[src/rtl/addr8u_tmr_sched.sv]
// addr8u_tmr_sched: time-redundancy scheduler for a shared 8-bit adder.
// Normal pass, swapped pass, and a third pass with a 2-of-3 vote on mismatch.
module addr8u_tmr_sched #(
  parameter int SETTLE = 1,
  parameter int CNT_W  = 8
) (
  input  logic             clk,
  input  logic             rst,
  input  logic             in_valid,
  output logic             in_ready,
  input  logic [7:0]       in_a,
  input  logic [7:0]       in_b,
  output logic [7:0]       add_a,
  output logic [7:0]       add_b,
  input  logic [8:0]       add_o,
  output logic             out_valid,
  input  logic             out_ready,
  output logic [8:0]       out_sum,
  output logic             out_corr,
  output logic             out_err,
  output logic [CNT_W-1:0] corr_cnt,
  output logic [CNT_W-1:0] err_cnt
);

  typedef enum logic [2:0] {
    IDLE, P1, P2, P3, OUT
  } state_t;

  localparam logic [3:0]       CNT_LD  = 4'(SETTLE - 1);
  localparam logic [CNT_W-1:0] CNT_MAX = '1;

  state_t           state_q, state_d;
  logic [3:0]       cnt_q, cnt_d;
  logic [7:0]       a_q, a_d, b_q, b_d;
  logic [8:0]       r1_q, r1_d, r2_q, r2_d;
  logic [7:0]       add_a_q, add_a_d, add_b_q, add_b_d;
  logic             in_ready_q, in_ready_d;
  logic             out_valid_q, out_valid_d;
  logic [8:0]       sum_q, sum_d;
  logic             corr_q, corr_d, err_q, err_d;
  logic [CNT_W-1:0] corr_cnt_q, corr_cnt_d;
  logic [CNT_W-1:0] err_cnt_q, err_cnt_d;
  logic             last;

  // Pass sequencing, vote, and registered adder/handshake outputs.
  always_comb begin
    state_d    = state_q;
    cnt_d      = cnt_q;
    a_d        = a_q;
    b_d        = b_q;
    r1_d       = r1_q;
    r2_d       = r2_q;
    sum_d      = sum_q;
    corr_d     = corr_q;
    err_d      = err_q;
    corr_cnt_d = corr_cnt_q;
    err_cnt_d  = err_cnt_q;
    last       = (cnt_q == 4'd0);
    unique case (state_q)
      IDLE: begin
        if (in_valid) begin
          a_d     = in_a;
          b_d     = in_b;
          cnt_d   = CNT_LD;
          state_d = P1;
        end
      end
      P1: begin
        if (last) begin
          r1_d    = add_o;
          cnt_d   = CNT_LD;
          state_d = P2;
        end else begin
          cnt_d = cnt_q - 4'd1;
        end
      end
      P2: begin
        if (last) begin
          r2_d = add_o;
          if (add_o == r1_q) begin
            sum_d   = r1_q;
            corr_d  = 1'b0;
            err_d   = 1'b0;
            state_d = OUT;
          end else begin
            cnt_d   = CNT_LD;
            state_d = P3;
          end
        end else begin
          cnt_d = cnt_q - 4'd1;
        end
      end
      P3: begin
        if (last) begin
          state_d = OUT;
          if (add_o == r1_q || add_o == r2_q) begin
            sum_d  = (add_o == r1_q) ? r1_q : r2_q;
            corr_d = 1'b1;
            err_d  = 1'b0;
            if (corr_cnt_q != CNT_MAX)
              corr_cnt_d = corr_cnt_q + 1'b1;
          end else begin
            sum_d  = r1_q;
            corr_d = 1'b0;
            err_d  = 1'b1;
            if (err_cnt_q != CNT_MAX)
              err_cnt_d = err_cnt_q + 1'b1;
          end
        end else begin
          cnt_d = cnt_q - 4'd1;
        end
      end
      OUT: begin
        if (out_ready) begin
          corr_d  = 1'b0;
          err_d   = 1'b0;
          state_d = IDLE;
        end
      end
      default: state_d = IDLE;
    endcase
    in_ready_d  = (state_d == IDLE);
    out_valid_d = (state_d == OUT);
    add_a_d     = 8'd0;
    add_b_d     = 8'd0;
    if (state_d == P1 || state_d == P3) begin
      add_a_d = a_d;
      add_b_d = b_d;
    end else if (state_d == P2) begin
      add_a_d = b_d;
      add_b_d = a_d;
    end
  end

  // State and output registers with synchronous reset.
  always_ff @(posedge clk) begin
    if (rst) begin
      state_q     <= IDLE;
      cnt_q       <= 4'd0;
      a_q         <= 8'd0;
      b_q         <= 8'd0;
      r1_q        <= 9'd0;
      r2_q        <= 9'd0;
      add_a_q     <= 8'd0;
      add_b_q     <= 8'd0;
      in_ready_q  <= 1'b1;
      out_valid_q <= 1'b0;
      sum_q       <= 9'd0;
      corr_q      <= 1'b0;
      err_q       <= 1'b0;
      corr_cnt_q  <= '0;
      err_cnt_q   <= '0;
    end else begin
      state_q     <= state_d;
      cnt_q       <= cnt_d;
      a_q         <= a_d;
      b_q         <= b_d;
      r1_q        <= r1_d;
      r2_q        <= r2_d;
      add_a_q     <= add_a_d;
      add_b_q     <= add_b_d;
      in_ready_q  <= in_ready_d;
      out_valid_q <= out_valid_d;
      sum_q       <= sum_d;
      corr_q      <= corr_d;
      err_q       <= err_d;
      corr_cnt_q  <= corr_cnt_d;
      err_cnt_q   <= err_cnt_d;
    end
  end

  assign in_ready  = in_ready_q;
  assign out_valid = out_valid_q;
  assign add_a     = add_a_q;
  assign add_b     = add_b_q;
  assign out_sum   = sum_q;
  assign out_corr  = corr_q;
  assign out_err   = err_q;
  assign corr_cnt  = corr_cnt_q;
  assign err_cnt   = err_cnt_q;

endmodule

[config.mk]
export PLATFORM = sky130hd
export DESIGN_NAME = addr8u_tmr_sched
export DESIGN_NICKNAME = d
export VERILOG_FILES = /design/src/rtl/addr8u_tmr_sched.sv
export SDC_FILE = /design/constraint.sdc
export NUM_CORES = 1
export LEC_CHECK = 0
export CAP_MARGIN = 40
export CORE_UTILIZATION = 58
export CTS_BUF_LIST = sky130_fd_sc_hd__clkbuf_8
export CTS_CLUSTER_SIZE = 30
export DETAILED_ROUTE_END_ITERATION = 8
export GPL_ROUTABILITY_DRIVEN = 0
export PLACE_DENSITY = 0.88
export SKIP_LAST_GASP = 1
export SYNTH_ARGS = -nofsm -noshare
export SYNTH_HDL_FRONTEND = slang
export SYNTH_SLANG_ARGS = --single-unit
[constraint.sdc]
create_clock -name clk -period 3.26 [get_ports clk]
set_input_delay 0.652 -clock clk [delete_from_list [all_inputs] [get_ports clk]]
set_output_delay 0.652 -clock clk [all_outputs]
set_load 0.01 [all_outputs]
; ---- Yosys cells after proc, flatten, opt, wreduce, memory -nomap -nowiden
; Index checks and enable logic that the tools add are counted.
[totals]
reg_bits = 86
latchBits = 0
ramBits = 0
rom_bits = 0
in_bits = 29
out_inout_bits = 45
wordCells = 89
mem_count = 0
[op_classes]
n_addsub = 3
multipliers = 0
div = 0
magnitude_cmp = 0
n_eq_ne = 19
n_shift = 0
mux = 36
bitwise_logic = 1
reduce_logical = 15
[op_table]
columns = op, n
row1 = two-way mux 8 bit, 8
row2 = two-way mux 9 bit, 5
row3 = two-way mux 4 bit, 5
row4 = == test 9 bit, 2
row5 = two-way mux 3 bit, 6
row6 = case mux 9 bit (2 select lines), 1
row7 = "adder 8 x 1 -> 8 bit, second input constant", 2
row8 = "!= test 8 bit, second input constant", 2
row9 = case mux 4 bit (4 select lines), 1
row10 = AND reduction 4 bit, 4
row11 = case mux 3 bit (5 select lines), 1
row12 = "== test 3 x 2 -> 1 bit, second input constant", 4
row13 = "!= test 2 bit, second input constant", 6
row14 = two-way mux 1 bit, 7
row15 = "== test 3 x 1 -> 1 bit, second input constant", 2
row16 = "== test 3 bit, second input constant", 2
row17 = logical NOT 3 bit, 2
row18 = case mux 1 bit (3 select lines), 2
row19 = AND reduction 5 bit, 1
row20 = logical NOT 4 bit, 1
row21 = AND reduction 2 bit, 2
row22 = nonzero test 4 bit, 1
row23 = "subtractor 4 x 1 -> 4 bit, second input constant", 1
row24 = "!= test 3 bit, second input constant", 1
row25 = 4 further kinds, 5

; ---- Depth between registers and ports, before layout
; Gate-level depths: netlist of run 1.
[depth]
ltp_word = 7
ltp_mapped = 9
mapped_depth_nobuf = 7

; ---- Worst setup path before layout of run 1
; Ideal clock, no wire load.
[synth_path]
kind = input-to-reg
from = input add_o[6]
to = register corr_cnt_q[5] (netlist: corr_cnt[5])
setup_ns = 0.121
arrival_time_ns = 2.106
required_ns = 3.139
path_slack_ns = 1.033
path_stages = 5
path_buffers = 0
path_cell_list = xor2_1 nor4_2 nand3_1 a2111oi_2 mux2_2
[synth_between]
elab_chain_len = 3
elab_cells_between_ends = 4
classes_between = 2 x eq/ne / 2 x reduce/logical
[synth_rtl]
columns = element, line
row1 = "start, declared", 15  ; input logic [8:0] add_o,
row2 = == test 9 bit, 96  ; if (add_o == r1_q || add_o == r2_q) begin
row3 = logical OR 1 bit (*), 96
row4 = AND reduction 4 bit (no line) (*), --
row5 = "end signal, assigned", 167  ; corr_cnt_q <= corr_cnt_d;
row6 = "end, declared", 41  ; logic [CNT_W-1:0] corr_cnt_q, corr_cnt_d;
; Mark *: on every way between the ends. The rest lies on a longest branch, timed or not.
; A chain may end at the register's enable or synchronous reset.

; ---- Final worst setup path of run 1
[layout_path]
from = register cnt_q[0]
to = register corr_cnt_q[5] (netlist: corr_cnt[5])
[layout_between]
elab_chain_len = 2
[layout_rtl]
columns = element, line
row1 = "start, declared", 33  ; logic [3:0] cnt_q, cnt_d;
row2 = "start signal, assigned", 155  ; cnt_q <= cnt_d;
row3 = logical NOT 4 bit, 58  ; last = (cnt_q == 4'd0);
row4 = AND reduction 4 bit (no line), --
; Every way passes these cells.

==> out/qor.yml, run 1 <==
outcome: "finished, violations left"
violations: "DRC"
top_layer_used: "met4"
area_growth_pct: 23.4
syn_avg_cell_area_um2: 9.28
synth_ff_type: "dfxtp_1"
skew_ns: 0.00756
cts_tree: "done"
rsz0062_at_grt: "false"
first_pass_iters: 7
crit_buf_inv: 1
final_common_cell: "dfxtp_1"
grt_pass1_vias: 3307
grt_max_degree: 52
synth_top_family_by_area: "simple AND/OR/NAND/NOR gates"
cts_buffers: 9
finalCoreUtilization_pct: 75.4
final_area_mm2: 0.00487
async_reset_ff_share_pct: 0
setup_viol: 0
ys_ff_latch: 86
power.total_mw: 3.55
required_ns: 3.51
tightest_slew_ns: 0.861
clock_latency_ns: 0.36
num_rows: 29
drtAntennaViolNets: 0
cp-start-kind: "flop"
crit_fanout: 9
ys_top_cells_by_area: "dfxtp_1 (44%), mux2i_1 (4.8%), nand2_1 (4.2%), xor2_1 (4.0%), a22o_1 (3.6%)"
hp-class: "flop to flop"
dp_hpwl_mm: 6.45
fin_cells: 573
n_fill_cell: 479
cts_max_level: 3
dieArea_mm2: 0.00714
wl_per_cell_um: 16.8
fmax_mhz: 366
critical_path.cell_chain: "inv_1 > ha_1 > or3b_1 > nor2_1 > nand2_1 > a2111oi_2 > mux2_2"
syn_nets: 458
synth_compound_area_share_pct: 18.0
clk_path_buf_depth: 2
dieWidth_um: 84.5
netlist.top_cell.by_area: "dfxtp_1"
nets: 524
numClockSinks: 86
slew_headroom_pct: 42.6
powerDensity_mw_per_mm2: 728
synthMuxAreaShare_pct: 7.10
antenna-diode-count: 0
synth_top_area_share_pct: 43.6
period_share_pct: 83.9
clk_pin_slew_ns: 0.09
cap_violations: 0
layout_common_cells: "dfxtp_1 (86), clkdlybuf4s50_1 (72), nand2_1 (44), nor2_1 (35), a21oi_1 (27)"
antenna_found_initial: 0
critPathKind: "flop to flop"
r2r_slack_ns: 0.53
p_leak_nw: 1.87
m1WireLength_mm: 4.05
grt.overflow.total: 0
crit_path_end_kind: "flop"
postSynthCellCount: 425
routed-wl-met3_um: 630
yosys_warnings: 0
grt_first_pass_wirelength_mm: 15.6
core_region_area_mm2: 0.00646
detail_route.vias_per_cell: 6.09
multi_input_area_mm2: 0.00203
cp_slowest_stage_delay_ns: 0.56
cts_resized: 0
place_worst_setup_slack_ns: 0.284
vias: 3489
synth_area_mm2: 0.00395
crit_slowest_cell: "or3b_1"
dp.cells: 557
layout_min_cycle_time_ns: 2.73
cts-root-buf: "clkbuf_8"
regArea_mm2: 0.00172
synth-edff-count: 0
synth-xor-area-share_pct: 4.00
drv_slew: 0
crit_family: "simple AND/OR/NAND/NOR gates"
num_io_pins: 74
start_util_pct: 61.1
tns_ns: 0
ys_types: 53
whs_ns: 0.489
port_buffers: 73
drcViolationCount: 7
fin_ws_ns: 0.526
synth-seq-area-share_pct: 43.6
hold_viol: 0
drive_gt1_share_pct: 10.9
wl_met2_mm: 4.76
cp.arrival_ns: 2.99
drt-total-wl_mm: 9.65
synth-simple-area-share_pct: 21.0
post-cts-setup-buffers: 0
synthAdderAreaFrac_pct: 1.27
vdd_drop_max_uv: 435
drtIter0Drc: 259
cts_hold_buf: 0
die_h_um: 84.5
grt_usage_pct: 27.7
postPlaceCellArea_mm2: 0.00467
-- cells in the mapped netlist (10+ instances only) --
| library cell | instances |
|---|---|
| o21ai_0 | 11 |
| a21oi_1 | 27 |
| a311oi_1 | 12 |
| nand2_1 | 44 |
| nor3_1 | 13 |
| xor2_1 | 18 |
| nand4_1 | 15 |
| nor2_1 | 35 |
| a22o_1 | 16 |
| mux2i_1 | 19 |
| nand3_1 | 10 |
| dfxtp_1 | 86 |
-- cells by family (layout without fill, tap and decap cells) --
logic type	after synthesis	after routing
simple gates	160	160
buf+inv	34	105
flops	86	86
mux	27	27
xor+xnor	18	18
compound gates	96	96
fa+ha+maj	4	4
-- area by class of cell --
| class | instances | share of cell area [%] |
|---|---|---|
| multi-input cells | 305 | 41.6 |
| flip-flops and latches | 86 | 35.4 |
| repair buffers | 83 | 16.4 |
| clock buffers | 9 | 2.54 |
| well taps | 77 | 1.98 |
| clock inverters | 7 | 1.59 |
| inverters | 6 | 0.462 |
-- path summary, 6_finish.rpt --
kind / from / endpoint / cells after the start
hold reg to reg: cnt_q[1] / cnt_q[1] / 2
hold / removal: cnt_q[1] / cnt_q[1] / 2
setup reg to reg: cnt_q[0] / corr_cnt[5] / 7
setup / recovery: cnt_q[0] / corr_cnt[5] / 7
-- per-layer routing --
metal  global-route usage (%)  up-vias
met3                     4.33       22
met4                     12.9        0
met5                        0        -
met1                     32.9     1646
li1                         -     1670
met2                     49.2      151
-- power breakdown --
| part | total (mW) | internal, mW | switching (mW) |
|---|---|---|---|
| Combinational | 1.34 | 0.579 | 0.762 |
| Sequential | 1.42 | 1.27 | 0.153 |
| Clock | 0.781 | 0.364 | 0.417 |
| Total | 3.55 | 2.21 | 1.33 |
-- state kept, by name, summed over array words and instances (netlist names) --
signal and flops:
add_a 8, out_sum 9, add_b 8, b_q 8, a_q 8, r1_q 9
err_cnt 8, in_ready 1, out_corr 1, corr_cnt 8, cnt_q 4, r2_q 9
out_err 1, out_valid 1, state_q 3
-- tightest hold or removal path: stages (launching register included) --
cell,delay [ns]
dfxtp_1,0.34
nand2_1,0.06
mux2i_1,0.05
Note: power is estimated with default switching activity, not from simulation.
==> run 2, diff against run 1 <==
--- a/config.mk
+++ b/config.mk
@@ -6,12 +6,12 @@
 export NUM_CORES = 1
 export LEC_CHECK = 0
 export CAP_MARGIN = 40
-export CORE_UTILIZATION = 58
+export CORE_UTILIZATION = 54
 export CTS_BUF_LIST = sky130_fd_sc_hd__clkbuf_8
 export CTS_CLUSTER_SIZE = 30
 export DETAILED_ROUTE_END_ITERATION = 8
 export GPL_ROUTABILITY_DRIVEN = 0
-export PLACE_DENSITY = 0.88
+export PLACE_DENSITY = 0.82
 export SKIP_LAST_GASP = 1
 export SYNTH_ARGS = -nofsm -noshare
 export SYNTH_HDL_FRONTEND = slang
==> constraint.sdc (replaced) <==
create_clock -name clk -period 2.6 [get_ports clk]
set_input_delay 0.52 -clock clk [delete_from_list [all_inputs] [get_ports clk]]
set_output_delay 0.52 -clock clk [all_outputs]
set_load 0.01 [all_outputs]
==> out/qor.yml, run 2 (synthesis gave the netlist of run 1 again) <==
crit_fanout: 9
final_common_cell: "dfxtp_1"
grt_usage_pct: 26.3
cts_max_level: 3
dp.cells: 592
cts_buffers: 9
postPlaceCellArea_mm2: 0.00484
dieWidth_um: 87.5
skew_ns: 0.00652
cts_tree: "done"
antenna-diode-count: 0
critPathKind: "input pin to flop"
whs_ns: 0.491
start_util_pct: 57.1
num_rows: 30
wl_per_cell_um: 15.6
nets: 540
tightest_slew_ns: 0.456
cp.arrival_ns: 2.68
crit_family: "buffers and inverters"
layout_common_cells: "dfxtp_1 (86), clkdlybuf4s50_1 (72), nand2_1 (44), nor2_1 (35), a21oi_1 (27)"
layout_min_cycle_time_ns: 2.44
drv_slew: 0
critical_path.cell_chain: "clkdlybuf4s50_1 > xor2_1 > nor4_2 > buf_4 > buf_4 > and4b_1 > buf_4 > nor3_1 > a311oi_1"
dp_hpwl_mm: 6.54
n_fill_cell: 534
final_area_mm2: 0.00503
grt_max_degree: 25
crit_slowest_cell: "clkdlybuf4s50_1"
port_buffers: 73
cts_hold_buf: 0
numClockSinks: 86
vdd_drop_max_uv: 515
cp_common_cell: "buf_4"
fin_cells: 608
clock_latency_ns: 0.36
fmax_mhz: 410
slew_headroom_pct: 69.6
powerDensity_mw_per_mm2: 884
cts_resized: 0
area_growth_pct: 27.4
drcViolationCount: 0
antenna_found_initial: 0
place_worst_setup_slack_ns: -0.158
clk_path_buf_depth: 2
required_ns: 2.84
p_leak_nw: 1.94
crit_buf_inv: 4
fin_ws_ns: 0.163
power.total_mw: 4.44
num_io_pins: 74
setup_viol: 0
drt-total-wl_mm: 9.47
grt.overflow.total: 0
drive_gt1_share_pct: 13.9
hold_viol: 0
hp-class: "flop to flop"
grt_first_pass_wirelength_mm: 15.7
vias: 3529
period_share_pct: 93.7
first_pass_iters: 5
cp-start-kind: "input pin"
core_region_area_mm2: 0.00691
rsz0062_at_grt: "false"
crit_path_end_kind: "flop"
detail_route.vias_per_cell: 5.80
cts-root-buf: "clkbuf_8"
die_h_um: 87.5
grt_pass1_vias: 3439
post-cts-setup-buffers: 0
drtIter0Drc: 128
drtAntennaViolNets: 0
dieArea_mm2: 0.00765
clk_pin_slew_ns: 0.09
outcome: "complete, no violations"
cap_violations: 0
cp_slowest_stage_delay_ns: 0.49
-- run 2: changes by cell type in the layout (fill, tap and decap cells not counted), sizes merged --
cell	before	now
bufinv	1	0
clkinv	1	0
buf	11	27
clkinvlp	1	2
inv	10	11
-- run 2: stage by stage --
step / TNS [ns] / util (%)
floorplan: 0 / -
global placement: -0.192 / 70.0
detailed placement: -1.12 / 70.0
CTS: 0 / 72.8
global route: 0 / 72.8
finish: 0 / 72.8
-- run 2: area by class of cell --
class,instances,area (um^2),share of cell area (%)
Multi-Input combinational cell,305,2030,40.4
Sequential cell,86,1720,34.2
Timing Repair Buffer,99,946,18.8
Clock buffer,9,124,2.46
Tap cell,96,120,2.39
Clock inverter,7,63.8,1.27
Inverter,6,22.5,0.448
-- run 2: final timing paths --
kind | to | slack (ns) | cells after the start | startpoint
max | out_sum[4] | 0.16 | 9 | add_o[6]
min | b_q[5] | 0.49 | 2 | b_q[5]
max reg2reg | corr_cnt[6] | 0.25 | 7 | cnt_q[0]
min reg2reg | b_q[5] | 0.49 | 2 | b_q[5]
-- run 2: worst register-to-register path, stage by stage (launching register included) --
cell	delay [ns]
dfxtp_1	0.33
inv_1	0.11
ha_1	0.17
or3b_4	0.46
a211oi_4	0.32
nand4_1	0.26
a21oi_1	0.26
mux2_2	0.35
-- run 2: power breakdown --
group / total, mW / switching (mW) / internal [mW]
sequential: 1.77 / 0.180 / 1.59
combinational: 1.76 / 0.954 / 0.810
clock: 0.906 / 0.536 / 0.370
total: 4.44 / 1.67 / 2.77
-- run 2: per-layer routing --
metal  global-route usage, %  wire length [um]  up-vias
met1                    32.0              4060     1686
met5                       0                 0        -
met3                    6.35               484       12
met2                    44.8              4810      123
met4                    10.3               115        0
li1                        -                 -     1708
